**src/rtl/mem_arb_pkg.sv**
```systemverilog
// rtl/mem_arb_pkg.sv - shared encodings for the IF/LS memory arbiter
package mem_arb_pkg;

    typedef enum logic {
        ST_IDLE = 1'b0,
        ST_BUSY = 1'b1
    } state_t;

    typedef enum logic {
        GNT_IF = 1'b0,
        GNT_LS = 1'b1
    } gnt_t;

    localparam logic       WE_READ   = 1'b0;
    localparam logic       WE_WRITE  = 1'b1;
    localparam logic [3:0] MASK_WORD = 4'b1111;

endpackage

```
**src/rtl/arb_pick.sv**
```systemverilog
// rtl/arb_pick.sv - combinational winner selection between IF and LS requests
module arb_pick
    import mem_arb_pkg::*;
#(
    parameter int DATA_PRIORITY = 1
) (
    input  logic i_if_req,
    input  logic i_ls_req,
    input  gnt_t i_last_grant,
    output gnt_t o_gnt
);

    always_comb begin
        o_gnt = GNT_IF;
        if (i_ls_req && !i_if_req) begin
            o_gnt = GNT_LS;
        end else if (i_ls_req && i_if_req) begin
            // Round-robin hands contention to whichever port was not served last
            if (DATA_PRIORITY != 0) begin
                o_gnt = GNT_LS;
            end else begin
                o_gnt = (i_last_grant == GNT_IF) ? GNT_LS : GNT_IF;
            end
        end
    end

endmodule

```
**src/rtl/mem_arbiter.sv**
```systemverilog
// rtl/mem_arbiter.sv - serialises IF and LS accesses onto one single-port memory
module mem_arbiter
    import mem_arb_pkg::*;
#(
    parameter int ADDR_W        = 8,
    parameter int DATA_W        = 32,
    parameter int DATA_PRIORITY = 1,
    parameter int TIMEOUT       = 15
) (
    input  logic              clk,
    input  logic              rst,
    input  logic              if_req,
    input  logic [ADDR_W-1:0] if_addr,
    output logic              if_valid,
    output logic [DATA_W-1:0] if_rdata,
    output logic              if_err,
    input  logic              ls_req,
    input  logic              ls_we_re,
    input  logic [ADDR_W-1:0] ls_addr,
    input  logic [DATA_W-1:0] ls_wdata,
    input  logic [3:0]        ls_mask,
    output logic              ls_valid,
    output logic [DATA_W-1:0] ls_rdata,
    output logic              ls_err,
    output logic              mem_request,
    output logic [ADDR_W-1:0] mem_address,
    output logic [DATA_W-1:0] mem_w_data,
    output logic [3:0]        mem_masking,
    output logic              mem_we_re,
    input  logic              mem_valid,
    input  logic [DATA_W-1:0] mem_r_data
);

    localparam int WD_W = $clog2(TIMEOUT + 1);

    state_t            r_state;
    state_t            w_next_state;
    gnt_t              r_gnt;
    gnt_t              r_last_grant;
    gnt_t              w_win;
    logic [WD_W-1:0]   r_wd;
    logic              r_mem_request;
    logic [ADDR_W-1:0] r_mem_address;
    logic [DATA_W-1:0] r_mem_w_data;
    logic [3:0]        r_mem_masking;
    logic              r_mem_we_re;
    logic              w_any_req;
    logic              w_expired;

    assign w_any_req = if_req | ls_req;
    // Fires in the TIMEOUT-th BUSY cycle, so err pulses while still BUSY
    assign w_expired = (r_wd == WD_W'(TIMEOUT - 1));

    arb_pick #(
        .DATA_PRIORITY (DATA_PRIORITY)
    ) u_arb_pick (
        .i_if_req     (if_req),
        .i_ls_req     (ls_req),
        .i_last_grant (r_last_grant),
        .o_gnt        (w_win)
    );

    always_comb begin
        w_next_state = r_state;
        if_valid     = 1'b0;
        ls_valid     = 1'b0;
        if_err       = 1'b0;
        ls_err       = 1'b0;
        if_rdata     = '0;
        ls_rdata     = '0;
        case (r_state)
            ST_IDLE: begin
                if (w_any_req) begin
                    w_next_state = ST_BUSY;
                end
            end
            ST_BUSY: begin
                if (mem_valid) begin
                    w_next_state = ST_IDLE;
                    if (r_gnt == GNT_IF) begin
                        if_valid = 1'b1;
                        if_rdata = mem_r_data;
                    end else begin
                        ls_valid = 1'b1;
                        ls_rdata = mem_r_data;
                    end
                end else if (w_expired) begin
                    w_next_state = ST_IDLE;
                    if (r_gnt == GNT_IF) begin
                        if_err = 1'b1;
                    end else begin
                        ls_err = 1'b1;
                    end
                end
            end
            default: w_next_state = ST_IDLE;
        endcase
    end

    always_ff @(posedge clk) begin
        if (rst) begin
            r_state       <= ST_IDLE;
            r_gnt         <= GNT_IF;
            r_last_grant  <= GNT_IF;
            r_wd          <= '0;
            r_mem_request <= 1'b0;
            r_mem_address <= '0;
            r_mem_w_data  <= '0;
            r_mem_masking <= '0;
            r_mem_we_re   <= 1'b0;
        end else begin
            r_state       <= w_next_state;
            r_mem_request <= 1'b0;
            if (r_state == ST_IDLE) begin
                r_wd <= '0;
                if (w_any_req) begin
                    r_gnt         <= w_win;
                    r_mem_request <= 1'b1;
                    if (w_win == GNT_LS) begin
                        r_mem_address <= ls_addr;
                        r_mem_w_data  <= ls_wdata;
                        r_mem_masking <= ls_mask;
                        r_mem_we_re   <= ls_we_re;
                    end else begin
                        r_mem_address <= if_addr;
                        r_mem_w_data  <= '0;
                        r_mem_masking <= MASK_WORD;
                        r_mem_we_re   <= WE_READ;
                    end
                end
            end else if (w_next_state == ST_IDLE) begin
                r_last_grant <= r_gnt;
                r_wd         <= '0;
            end else begin
                r_wd <= r_wd + 1'b1;
            end
        end
    end

    assign mem_request = r_mem_request;
    assign mem_address = r_mem_address;
    assign mem_w_data  = r_mem_w_data;
    assign mem_masking = r_mem_masking;
    assign mem_we_re   = r_mem_we_re;

endmodule

```
**config.mk**
```make
export PLATFORM = sky130hd
export DESIGN_NAME = mem_arbiter
export DESIGN_NICKNAME = d
export VERILOG_FILES = /design/src/rtl/mem_arb_pkg.sv /design/src/rtl/arb_pick.sv /design/src/rtl/mem_arbiter.sv
export SDC_FILE = /design/constraint.sdc
export NUM_CORES = 1
export LEC_CHECK = 0
export CAP_MARGIN = 20
export CORE_ASPECT_RATIO = 1.1
export CORE_MARGIN = 8
export CORE_UTILIZATION = 33
export CTS_BUF_LIST = sky130_fd_sc_hd__clkbuf_8 sky130_fd_sc_hd__clkbuf_16
export CTS_CLUSTER_SIZE = 24
export DETAILED_ROUTE_END_ITERATION = 10
export PLACE_DENSITY = 0.81
export SLEW_MARGIN = 10
export SYNTH_ARGS = -nofsm -noshare
export SYNTH_HDL_FRONTEND = slang
export SYNTH_HIERARCHICAL = 1
export SYNTH_SLANG_ARGS = --single-unit
```
**constraint.sdc**
```tcl
create_clock -name clk -period 1.8 [get_ports clk]
set_input_delay 0.36 -clock clk [delete_from_list [all_inputs] [get_ports clk]]
set_output_delay 0.36 -clock clk [all_outputs]
set_load 0.05 [all_outputs]
```
==> results.md <==
- Layout cells sized above 1: 44.7%
- Pre-CTS WS: -0.155 ns
- Synthesized cell area: 0.00247 sq mm
- RD Place Congestion: 0.808
- Num Clock Sinks: 52
- Via Count: 2943
- Clk buf depth: 2
- Later-pin clock latency in the skew report: 0.30 ns
- Net Count, Synth: 394
- CP Buf/Inv Count: 2
- Non-Filler Instances: 595
- Initial antenna violation count: 1
- Hold Vio Cnt, Final: 0
- Largest net degree at the start of global routing: 37
- PnR Total Power: 3.35 mW
- Die Y: 107 um
- Synth warnings: 6
- Fmax: 0.563 GHz
- Largest stage delay on the critical path: 0.33 ns
- First-pass GRT wire length: 17300 um
- Die width: 98.6 um
- Number of max-cap violations: 0
- Multi-input logic area: 0.00148 sq mm
- DR iter-0 viols: 136
- Nature of the critical path startpoint: flip-flop
- Status: completed
- H-tree depth: 2
- R2R cell count: 5
- Final period util: 98.6%
- Reg2reg setup slack: 0.38 ns
- Post-Place Cells: 580
- Design Area, Final: 0.00560 sq mm
- # rows: 33
- Hold-critical path endpoint: mem_address[6]
- Core area: 0.00735 sq mm
- Critical Path End Type: output pin
- Residual DRC: 0
- Worst path cell trace: inv_2 > ha_1 > and3_4 > nor4bb_4 > buf_12
- Clock skew: 0.0110 ns
- Gr ovfl total: 0
- Gr usage total: 20.5%
- Number of global-route vias before repair: 3089
- Die area: 0.0105 sq mm
- Critical path required time: 1.44 ns
- Worst EP arrival: 1.41 ns
- Final setup margin: 0.0253 ns
- CP max FO: 3
- CTS Buf Count: 5
- Wire per inst: 19.7 um
- Peak supply drop: 0.675 mV
- Final HPWL DP: 8870 um
- Worst R2R Start: r_wd[0]
- 1st-pass router iterations: 5
- Initial core utilization: 33.7%
- Syn Area/Cell: 8.19 sq um
- Hold Crit Depth: 2
- HP Class: in -> reg
- Hold Crit Start: rst
- Routed vias/inst: 4.95
- Synth Instances: 302
- Ant diodes: 0
- Delay-heaviest family, CP: simple AND/OR/NAND/NOR gates
- Antenna viol nets, final: 0
- Pins Over Slew Limit: 0
- Crit-path slowest cell: dfxtp_2
- CTS clk-pin slew, worst paths: 0.09 ns
- Root buffer cell: clkbuf_8
- Slew HR: 74.8%
- Post-DP Area: 0.00520 sq mm
- LEAKAGE: 2.33 nW
- Hold WS: 0.435 ns
- Register area: 0.00105 sq mm
- Nets@finish: 599
- Worst-Margin Slew: 0.378 ns
- Detailed Route WL: 11700 um
- Kind of critical path: reg -> out
- Final Critical Period: 1.77 ns
- CTS tree: yes
- Final setup violation count: 0
- Area added between synthesis and finish: 126%
- Reg2Reg Capture Point: r_state
- Layout fillers: 493
- PortBufs: 203
- Pwr dens: 598 mW/mm^2
- I/O pins: 204
- Unrepaired setup endpoints after global routing: yes
## layout make-up
type	count	share of cell area (%)
inverter	1	0.0670
timing repair buffer	225	51.1
multi-input combinational	222	26.4
clock buffer	6	1.47
sequential	52	18.8
tap	87	1.94
clock inverter	2	0.268
## through the flow
step           TNS [ns]  utilization, %
2_1_floorplan         0               -
3_3_place_gp      -8.56            70.8
3_5_place_dp      -8.44            70.8
4_1_cts               0            74.4
5_1_grt          -0.152            76.2
6_report              0            76.2
## report_power, final
group | internal, mW | leakage (nW) | switching, mW | total [mW]
sequential | 1.23 | 0.429 | 0.0437 | 1.27
combinational | 0.631 | 1.86 | 0.748 | 1.38
clock | 0.312 | 0.0434 | 0.388 | 0.700
## how the worst max path moves through the flow
stage | start | endpoint | depth (start not counted)
floorplan | r_gnt | ls_rdata[22] | 3
global placement | mem_valid | if_rdata[19] | 6
detailed placement | mem_valid | if_rdata[19] | 6
CTS | r_wd[0] | if_err | 5
global route | r_wd[0] | if_err | 5
finish | r_wd[0] | if_err | 5
## layer usage
layer	vias up	track usage, %	wire [um]
met5	-	0	10
met4	2	3.51	152
met3	12	8.04	1170
met2	157	37.5	5940
met1	1365	22.2	4420
li1	1407	-	-
## what timing repair did
| action | in CTS | in global routing |
|---|---|---|
| pin swaps | 1 | 6 |
| hold buffers | 0 | 0 |
| endpoints found under the setup margin | 68 | 57 |
| setup buffers | 4 | 0 |
| cloned | 1 | 2 |
| gates resized for setup | 46 | 33 |
## sequential cells by signal (all words and copies together), names as in the netlist
name	count
r_gnt	1
r_wd	4
mem_masking	4
r_state	1
mem_request	1
mem_we_re	1
mem_w_data	32
mem_address	8
## layout by cell type, fill, tap and decap left out, types with 4 or more instances in the layout
cell and n:
a211oi_1 4, a211oi_2 4, a21oi_1 34, and2_4 64, buf_12 72, buf_4 59, clkbuf_8 6, clkdlybuf4s50_1 86
dfxtp_1 48, mux2i_1 8, nand2_1 35, nand3_1 34, nor2_1 17, nor3_1 4, nor3b_1 4
Note: power is estimated with default switching activity, not from simulation.
